<file path="config.mk">
export PLATFORM = sky130hd
export DESIGN_NAME = mult_32_shift_add
export DESIGN_NICKNAME = d
export VERILOG_FILES = /design/src/rtl/mult_32_shift_add.sv
export SDC_FILE = /design/constraint.sdc
export NUM_CORES = 1
export LEC_CHECK = 0
export CAP_MARGIN = 20
export CORE_ASPECT_RATIO = 0.8
export CORE_MARGIN = 2
export CORE_UTILIZATION = 50
export DETAILED_ROUTE_END_ITERATION = 16
export DONT_BUFFER_PORTS = 1
export SLEW_MARGIN = 20
export SYNTH_ARGS = -nofsm -noshare
export SYNTH_HDL_FRONTEND = slang
export SYNTH_SLANG_ARGS = --single-unit
</file>
<file path="constraint.sdc">
create_clock -name clk -period 6.57 [get_ports clk]
set_input_delay 1.314 -clock clk [delete_from_list [all_inputs] [get_ports clk]]
set_output_delay 1.314 -clock clk [all_outputs]
set_load 0.01 [all_outputs]
</file>
<file path="src/rtl/mult_32_shift_add.sv">
// Unsigned 32x32->64 shift-and-add multiplier: one multiplier bit per clock,
// with a 32-bit carry-lookahead adder as the only arithmetic element.

// 4-bit carry-lookahead group with group propagate/generate outputs.
module cla_4 (
    input  logic [3:0] a,
    input  logic [3:0] b,
    input  logic       cin,
    output logic [3:0] s,
    output logic       pg,
    output logic       gg
);
    logic [3:0] g;
    logic [3:0] p;
    logic [3:0] c;

    assign g = a & b;
    assign p = a ^ b;

    assign c[0] = cin;
    assign c[1] = g[0] | (p[0] & cin);
    assign c[2] = g[1] | (p[1] & g[0]) | (p[1] & p[0] & cin);
    assign c[3] = g[2] | (p[2] & g[1]) | (p[2] & p[1] & g[0]) | (p[2] & p[1] & p[0] & cin);

    assign s  = p ^ c;
    assign pg = &p;
    assign gg = g[3] | (p[3] & g[2]) | (p[3] & p[2] & g[1]) | (p[3] & p[2] & p[1] & g[0]);
endmodule

// 32-bit adder: eight 4-bit lookahead groups chained on group P/G.
module CLA_32 (
    input  logic [31:0] a,
    input  logic [31:0] b,
    input  logic        cin,
    output logic [31:0] sum,
    output logic        cout
);
    logic [7:0] gp;
    logic [7:0] gg;
    logic [8:0] carry;

    assign carry[0] = cin;

    genvar i;
    generate
        for (i = 0; i < 8; i++) begin : g_grp
            cla_4 u_grp (
                .a   (a[4*i +: 4]),
                .b   (b[4*i +: 4]),
                .cin (carry[i]),
                .s   (sum[4*i +: 4]),
                .pg  (gp[i]),
                .gg  (gg[i])
            );
            assign carry[i+1] = gg[i] | (gp[i] & carry[i]);
        end
    endgenerate

    assign cout = carry[8];
endmodule

module mult_32_shift_add (
    input  logic        clk,
    input  logic        rst,
    input  logic        in_valid,
    output logic        in_ready,
    input  logic [31:0] a,
    input  logic [31:0] b,
    output logic        out_valid,
    input  logic        out_ready,
    output logic [63:0] product,
    output logic        busy
);
    typedef enum logic [1:0] {IDLE, RUN, DONE} state_t;

    state_t      state;
    logic [31:0] mcand;
    logic [31:0] acc_hi;
    logic [31:0] acc_lo;
    logic [5:0]  count;

    logic [31:0] addend;
    logic [31:0] s;
    logic        c;

    // acc_lo[0] is the current multiplier bit; the consumed bits shift out
    // as product bits shift in from the top.
    assign addend = acc_lo[0] ? mcand : 32'h0;

    CLA_32 u_cla (
        .a    (acc_hi),
        .b    (addend),
        .cin  (1'b0),
        .sum  (s),
        .cout (c)
    );

    assign product = {acc_hi, acc_lo};

    always_ff @(posedge clk) begin
        if (rst) begin
            state     <= IDLE;
            mcand     <= 32'h0;
            acc_hi    <= 32'h0;
            acc_lo    <= 32'h0;
            count     <= 6'd0;
            in_ready  <= 1'b1;
            out_valid <= 1'b0;
            busy      <= 1'b0;
        end else begin
            case (state)
                IDLE: begin
                    if (in_valid) begin
                        mcand    <= a;
                        acc_lo   <= b;
                        acc_hi   <= 32'h0;
                        count    <= 6'd0;
                        in_ready <= 1'b0;
                        busy     <= 1'b1;
                        state    <= RUN;
                    end
                end
                RUN: begin
                    // Carry-out lands in bit 31 so the 33-bit sum is never truncated.
                    {acc_hi, acc_lo} <= {c, s, acc_lo[31:1]};
                    count            <= count + 6'd1;
                    if (count == 6'd31) begin
                        out_valid <= 1'b1;
                        state     <= DONE;
                    end
                end
                DONE: begin
                    if (out_ready) begin
                        out_valid <= 1'b0;
                        in_ready  <= 1'b1;
                        busy      <= 1'b0;
                        state     <= IDLE;
                    end
                end
                default: begin
                    state     <= IDLE;
                    in_ready  <= 1'b1;
                    out_valid <= 1'b0;
                    busy      <= 1'b0;
                end
            endcase
        end
    end
endmodule

</file>
==> results.py, run 1 <==
metrics = {
    "logic_synthesis": {
        "postSynthRegisterBits": 107,
        "synth_cell_types": 49,
        "yosysTopAreaCellShare_pct": 39.52,
        "async_flop_share_pct": 0,
        "synthesis.instances": 683,
        "yosysWarningCount": 0,
        "synth_enable_flop_cells": 0,
        "synth_nets": 792,
        "seq_area_frac_synth_pct": 39.52,
        "netlist_top_cells_area": "sky130_fd_sc_hd__dfxtp_1, sky130_fd_sc_hd__nor2_1, sky130_fd_sc_hd__ha_1, sky130_fd_sc_hd__nand2_1, sky130_fd_sc_hd__a21oi_1",
        "synth_flop_cell": "sky130_fd_sc_hd__dfxtp_1",
        "synth.avg_cell_area_um2": 7.936,
        "post_synth_instance_area_um2": 5420,
        "synth.largest_area_cell": "sky130_fd_sc_hd__dfxtp_1",
    },
    "floorplan": {
        "chipHeight_um": 97.13,
        "core.rowCount": 33,
        "start_util_pct": 52.09,
        "die_wd_um": 120.4,
        "core-area_um2": 10410,
        "io_pins": 135,
        "die_area_um2": 11690,
    },
    "clock_network": {
        "clockBufferDepth": 2,
        "cts.htree.levels": 3,
        "cts-resized-gates": 0,
        "cts-hold-fix-buffers": 0,
        "clkLatencyLatePin_ns": 0.35,
        "tritoncts.num_buffers": 9,
        "cts_sinks": 107,
        "cts-root-buf": "sky130_fd_sc_hd__clkbuf_16",
        "cts_post_setup_buffers_inserted": 0,
        "worst_setup_hold_path_clk_slew_ns": 0.07,
        "cts_tree": "yes",
    },
    "timing": {
        "slew_headroom_pct": 35.24,
        "worst_slew_pin_slew_ns": 0.9679,
        "grt_setup_unrepaired": "no",
        "layout_setup_ws_ns": 3.310,
        "final-max-slew-violation-count": 0,
        "final_period_minus_worst_setup_slack_ns": 3.260,
        "fin_skew_ns": 0.007641,
        "max_freq_mhz": 306.7,
        "hold-worst-slack_ns": 0.4500,
        "setup_violations": 0,
        "finalCritPeriodShare_pct": 49.62,
        "timing.setup.tns_ns": 0,
        "final_hold_viol_count": 0,
    },
    "critical_path": {
        "critPathMostFrequentCell": "sky130_fd_sc_hd__nand2_1",
        "timing.critical_path.from_type": "flip-flop",
        "timing.critical_path.slowest_cell_delay_ns": 0.68,
        "worst_ep_arrival_ns": 3.50,
        "timing.reg2reg.worst_path_depth": 11,
        "worstPathCellList": "and2_1 -> ha_1 -> nand4_1 -> or4_1 -> o22a_1 -> a21oi_2 -> o21bai_1 -> nand2_1 -> fa_1 -> nand2_1 -> a21oi_1",
        "crit_slowest_cell": "sky130_fd_sc_hd__dfxtp_2",
        "criticalPathCategory": "flip-flop to flip-flop",
        "worst_setup_path_end_kind": "flip-flop",
        "required_time_of_the_worst_setup_path_ns": 6.81,
        "critical_path_peak_fanout": 34,
    },
    "power": {
        "power.density_cell_area_nw_per_um2": 243.5,
        "power.leakage_nw": 2.503,
        "max-vdd-ir-drop_v": 0.0001277,
        "design_power_total_mw": 1.414,
    },
    "global_route": {
        "grtUsageTotal_pct": 22.13,
        "maximum_number_of_pins_on_one_net_before_global_route_repair": 99,
        "globalRouteOverflowTotal": 0,
        "first_global_vias": 4314,
        "grt_first_pass_wirelength_mm": 21.17,
        "grt_antenna_before_repair": 0,
    },
    "placement": {
        "place.port_buffers": 0,
        "dp_worst_setup_slack_ns": 2.962,
        "placed_cell_area_um2": 5487,
        "place_inst": 787,
        "detailed_place_hpwl_mm": 8.544,
        "final_weighted_congestion_in_routability_driven_placement": 0.8221,
    },
    "min_path": {
        "holdPathStages": 2,
        "hp-class": "flip-flop to flip-flop",
    },
    "drt": {
        "route.antenna.remaining_nets": 0,
        "routed_via_density": 5.549,
        "total_vias_in_the_final_route": 4450,
        "average_wire_per_cell_in_the_routed_design_um": 15.66,
        "drt_first_pass_iters": 4,
        "first_iter_violations": 193,
        "detail_route.wirelength_mm": 12.56,
        "drt_drc_violations_left": 0,
    },
    "finish": {
        "layout-area-overhead-vs-synth_pct": 7.110,
        "multi_input_combinational_cell_area_um2": 3109,
        "most-common-layout-cells": "sky130_fd_sc_hd__nor2_1, sky130_fd_sc_hd__dfxtp_1, sky130_fd_sc_hd__nand2_1, sky130_fd_sc_hd__a21oi_1",
        "layout.cell_area.non_filler_um2": 5806,
        "antennaDiodeCount": 0,
        "cell_count_final_fillers_out": 802,
        "fin_nets": 767,
        "ff_latch_area_um2": 2143,
        "finish.utilization_pct": 55.80,
        "layout_commonest_cell": "sky130_fd_sc_hd__nor2_1",
        "fill_cells": 1035,
        "layout-drive-gt1-share_pct": 4.985,
    },
    "status": {
        "result_of_the_run": "completed",
    },
    "run": {
        "maxCapViolations": 0,
    },
}
==> routing by layer <==
metal	GRT usage, %	vias up	wire [um]
li1	-	2278	-
met1	28.69	2064	5728
met2	35.90	97	5845
met3	6.690	11	839
met4	5.814	0	145
met5	0	-	0
==> Yosys cell counts, types with 2 or more instances <==
cell                       number
sky130_fd_sc_hd__a31oi_1        2
sky130_fd_sc_hd__fa_1           8
sky130_fd_sc_hd__o21a_1         6
sky130_fd_sc_hd__o31ai_1        2
sky130_fd_sc_hd__nor2b_1        2
sky130_fd_sc_hd__o21ai_0        5
sky130_fd_sc_hd__o21bai_1       4
sky130_fd_sc_hd__a21oi_2        3
sky130_fd_sc_hd__nand3_1       26
sky130_fd_sc_hd__nand2b_1       5
sky130_fd_sc_hd__or2_2          2
sky130_fd_sc_hd__nand3b_1       2
sky130_fd_sc_hd__o21ai_1        5
sky130_fd_sc_hd__a211oi_1       2
sky130_fd_sc_hd__and3_1         2
sky130_fd_sc_hd__buf_1          2
sky130_fd_sc_hd__and2_1        33
sky130_fd_sc_hd__mux2i_1        3
sky130_fd_sc_hd__a22o_1         3
sky130_fd_sc_hd__xor2_1        11
sky130_fd_sc_hd__a21o_1         7
sky130_fd_sc_hd__nor3_1         6
sky130_fd_sc_hd__a221o_1        2
sky130_fd_sc_hd__xnor2_1        6
sky130_fd_sc_hd__nor2_1       120
sky130_fd_sc_hd__nand4_1        3
sky130_fd_sc_hd__nor4_1        33
sky130_fd_sc_hd__clkbuf_1      39
sky130_fd_sc_hd__ha_1          33
sky130_fd_sc_hd__dfxtp_1      107
sky130_fd_sc_hd__inv_1          6
sky130_fd_sc_hd__nand2_1      103
sky130_fd_sc_hd__a211o_1        4
sky130_fd_sc_hd__a21oi_1       71
==> critical path: cells and delay by family (launching register included) <==
kind	cells	cell delay (ns)
adder cells (fa/ha/maj)	2	0.59
AND/OR/NAND/NOR	5	1.17
AO/OA/AOI/OAI	4	0.70
flip-flops	1	0.68
==> cell type report <==
cell class / count / share of cell area (%)
inverter: 6 / 0.3879
sequential: 107 / 36.92
multi-input combinational: 529 / 53.56
tap: 140 / 3.017
clock buffer: 11 / 4.181
timing repair buffer: 5 / 0.6466
clock inverter: 4 / 1.293
==> worst paths after layout <==
kind	startpoint	slack [ns]	end
worst max-delay path	acc_lo[0]	3.31	acc_hi[19]
worst min-delay path	mcand[16]	0.45	mcand[16]
worst max register to register	acc_lo[0]	3.31	acc_hi[19]
worst min register to register	mcand[16]	0.45	mcand[16]
==> power breakdown <==
group          switching, mW  leakage, nW  internal [mW]  total, mW
combinational         0.0719         1.48         0.0402      0.112
clock                  0.237        0.148          0.342      0.579
sequential            0.0403        0.876          0.682      0.722
==> sequential cells by signal (all words and copies together), names as in the netlist <==
register	count
acc_hi	32
state	2
out_valid	1
count	6
in_ready	1
busy	1
acc_lo	32
mcand	32
==> logic make-up (layout without fill, tap and decap cells) <==
family	count (synthesis)	in the layout	share of synthesized area, %
AO/OA/AOI/OAI	127	127	14.82
XOR/XNOR	17	17	2.747
adder cells (fa/ha/maj)	41	41	10.57
buffers and inverters	47	26	3.255
flip-flops	107	107	39.52
multiplexers	4	4	0.7618
AND/OR/NAND/NOR	340	340	28.32
(Power assumes the default switching activity.)
==> inputs of run 2 (changes only) <==
--- a/config.mk
+++ b/config.mk
@@ -11,6 +11,7 @@
 export CORE_UTILIZATION = 50
 export DETAILED_ROUTE_END_ITERATION = 16
 export DONT_BUFFER_PORTS = 1
+export PLACE_DENSITY = 0.68
 export SLEW_MARGIN = 20
 export SYNTH_ARGS = -nofsm -noshare
 export SYNTH_HDL_FRONTEND = slang
==> constraint.sdc (replaced) <==
create_clock -name clk -period 2.9 [get_ports clk]
set_input_delay 0.58 -clock clk [delete_from_list [all_inputs] [get_ports clk]]
set_output_delay 0.58 -clock clk [all_outputs]
set_load 0.01 [all_outputs]
==> run 2 against run 1 <==
  * The flow now finishes with violations (setup timing)
  * Combinational power grew to 2.8 times the previous value
  * Via count grew 9.4%
  * Cell area grew 12%
  * Utilization grew 6.7 points
  * Setup slack lost 3.3 ns
  * Count of clock-buffer cells in the layout shrank 2
  * Non-clock buffer count grew 47
  * Worst hold slack lost 0.15 ns
  * Largest cell class unchanged
==> results.py, run 2 (same netlist as run 1, synthesis figures left out) <==
metrics = {
    "status": {
        "result_of_the_run": "complete, but fails checks",
        "failing_checks": "setup timing",
    },
    "global_route": {
        "grtUsageTotal_pct": 23.71,
        "grt_antenna_before_repair": 0,
        "first_global_vias": 4661,
        "grt_first_pass_wirelength_mm": 22.70,
        "globalRouteOverflowTotal": 0,
        "maximum_number_of_pins_on_one_net_before_global_route_repair": 99,
    },
    "run": {
        "maxCapViolations": 0,
    },
    "critical_path": {
        "timing.critical_path.slowest_cell_delay_ns": 0.55,
        "worst_setup_path_end_kind": "flip-flop",
        "critical_path.reg2reg.startpoint": "acc_lo[0]",
        "required_time_of_the_worst_setup_path_ns": 3.15,
        "crit_slowest_cell": "sky130_fd_sc_hd__or4_1",
        "timing.critical_path.from_type": "flip-flop",
        "criticalPathCategory": "flip-flop to flip-flop",
        "worstPathCellList": "clkbuf_16 -> and2_4 -> ha_4 -> nand4_1 -> or4_1 -> o22a_2 -> buf_6 -> a21oi_4 -> o31a_4 -> fa_2 -> nand2_1 -> a21oi_1",
        "critical_path_peak_fanout": 4,
        "timing.critical_path.from": "acc_lo[0]",
        "worst-r2r-setup-slack_ns": -0.04,
        "worst_ep_arrival_ns": 3.19,
        "timing.reg2reg.worst_path_depth": 12,
    },
    "placement": {
        "place_inst": 824,
        "placed_cell_area_um2": 5789,
        "place.port_buffers": 0,
        "final_weighted_congestion_in_routability_driven_placement": 0.8286,
        "dp_worst_setup_slack_ns": -0.1170,
        "detailed_place_hpwl_mm": 9.442,
    },
    "timing": {
        "layout_setup_ws_ns": -0.03683,
        "max_freq_mhz": 340.5,
        "final_period_minus_worst_setup_slack_ns": 2.937,
        "timing.setup.tns_ns": -0.1320,
        "grt_setup_unrepaired": "yes",
        "worst_slew_pin_slew_ns": 0.9908,
        "setup_violations": 6,
        "final_hold_viol_count": 0,
        "hold-worst-slack_ns": 0.3015,
        "fin_skew_ns": 0.005321,
        "final-max-slew-violation-count": 0,
        "slew_headroom_pct": 33.70,
        "finalCritPeriodShare_pct": 101.3,
    },
    "power": {
        "power.density_cell_area_nw_per_um2": 519.3,
        "share_clk_of_total_power_pct": 42.5,
        "power.leakage_nw": 2.750,
        "design_power_total_mw": 3.377,
        "cellInternalPower_mw": 2.521,
        "max-vdd-ir-drop_v": 0.0004291,
        "p_comb_share_pct": 9.2,
        "total_switching_power_mw": 0.8561,
        "swShare_pct": 25.35,
        "pwr-share-seq_pct": 48.3,
    },
    "finish": {
        "layout_commonest_cell": "sky130_fd_sc_hd__nor2_1",
        "fin_nets": 814,
        "most-common-layout-cells": "sky130_fd_sc_hd__nor2_1, sky130_fd_sc_hd__dfxtp_1, sky130_fd_sc_hd__nand2_1, sky130_fd_sc_hd__a21oi_1, sky130_fd_sc_hd__buf_4",
        "finish.utilization_pct": 62.49,
        "biggestRegsByFlops": "acc_hi x32, acc_lo x32, mcand x32",
        "antennaDiodeCount": 0,
        "fill_cells": 899,
        "ff_latch_area_um2": 2146,
        "cell_count_final_fillers_out": 850,
        "layout-drive-gt1-share_pct": 16.48,
        "layout-area-overhead-vs-synth_pct": 19.97,
        "layout.cell_area.non_filler_um2": 6502,
        "multi_input_combinational_cell_area_um2": 3356,
    },
    "drt": {
        "drt_drc_violations_left": 0,
        "detail_route.wirelength_mm": 14.42,
        "route.antenna.remaining_nets": 0,
        "total_vias_in_the_final_route": 4868,
        "routed_via_density": 5.727,
        "average_wire_per_cell_in_the_routed_design_um": 16.96,
        "first_iter_violations": 302,
        "drt_first_pass_iters": 5,
    },
    "floorplan": {
        "core.rowCount": 33,
        "chipHeight_um": 97.13,
        "die_wd_um": 120.4,
        "start_util_pct": 52.09,
        "core-area_um2": 10410,
        "die_area_um2": 11690,
        "io_pins": 135,
    },
    "clock_network": {
        "clockBufferDepth": 2,
        "cts-root-buf": "sky130_fd_sc_hd__clkbuf_16",
        "worst_setup_hold_path_clk_slew_ns": 0.07,
        "cts_sinks": 107,
        "cts.htree.levels": 3,
        "clkLatencyLatePin_ns": 0.35,
        "cts_tree": "yes",
        "tritoncts.num_buffers": 9,
    },
    "min_path": {
        "hp-class": "input pin to flip-flop",
        "hold_path.startpoint": "rst",
        "holdPathStages": 1,
    },
}
==> run 2: cell count changes in the layout (fill, tap and decap cells not counted), moves of 3 or more <==
cell,change
sky130_fd_sc_hd__a21oi_1,-6
sky130_fd_sc_hd__fa_2,+3
sky130_fd_sc_hd__ha_4,+13
sky130_fd_sc_hd__and2_1,-6
sky130_fd_sc_hd__fa_1,-3
sky130_fd_sc_hd__buf_4,+42
sky130_fd_sc_hd__ha_1,-14
sky130_fd_sc_hd__a21oi_2,+4
sky130_fd_sc_hd__and2_4,+6
==> run 2: worst max-delay path, delay by kind of cell (launching register included) <==
kind | cells | cell delay, ns
adder cells (fa/ha/maj) | 2 | 0.69
AND/OR/NAND/NOR | 4 | 0.89
AO/OA/AOI/OAI | 4 | 0.60
flip-flops | 1 | 0.38
buffers and inverters | 2 | 0.29
==> run 2: power by group through the flow <==
stage | Clock, mW | Sequential (mW) | Combinational, mW
after floorplan | 0 | 1.64 | 0.231
after global placement | 0 | 1.66 | 0.279
after detailed placement | 0 | 1.66 | 0.290
after CTS | 1.45 | 1.63 | 0.294
after global routing | 1.51 | 1.64 | 0.355
final | 1.43 | 1.63 | 0.312
==> run 2: timing repair <==
action | 4_1_cts | 5_1_grt
gates cloned | 0 | 2
buffers inserted | 3 | 7
hold buffers | 0 | 0
setup endpoints to repair | 10 | 15
pin swaps | 5 | 17
resized for setup | 14 | 27
==> run 2: cell type report <==
cell class / instances / area share, %
well taps: 140 / 2.694
flip-flops and latches: 107 / 33.00
multi-input cells: 529 / 51.61
clock inverters: 7 / 1.905
clock buffers: 9 / 3.464
repair buffers: 52 / 6.985
inverters: 6 / 0.3464
==> run 2: path summary, 6_finish.rpt <==
| kind | to |
|---|---|
| hold / removal | acc_hi[0] |
| setup reg to reg | acc_hi[27] |
| hold reg to reg | mcand[27] |
| setup / recovery | acc_hi[27] |
==> run 2: metal layers <==
metal | vias up | global-route usage (%) | wire, um | share of wire [%]
met5 | - | 0 | 0 | 0
li1 | 2374 | - | - | -
met3 | 20 | 8.392 | 1202 | 8.3
met4 | 0 | 7.692 | 231 | 1.6
met1 | 2319 | 29.77 | 6142 | 43
met2 | 155 | 37.98 | 6839 | 47
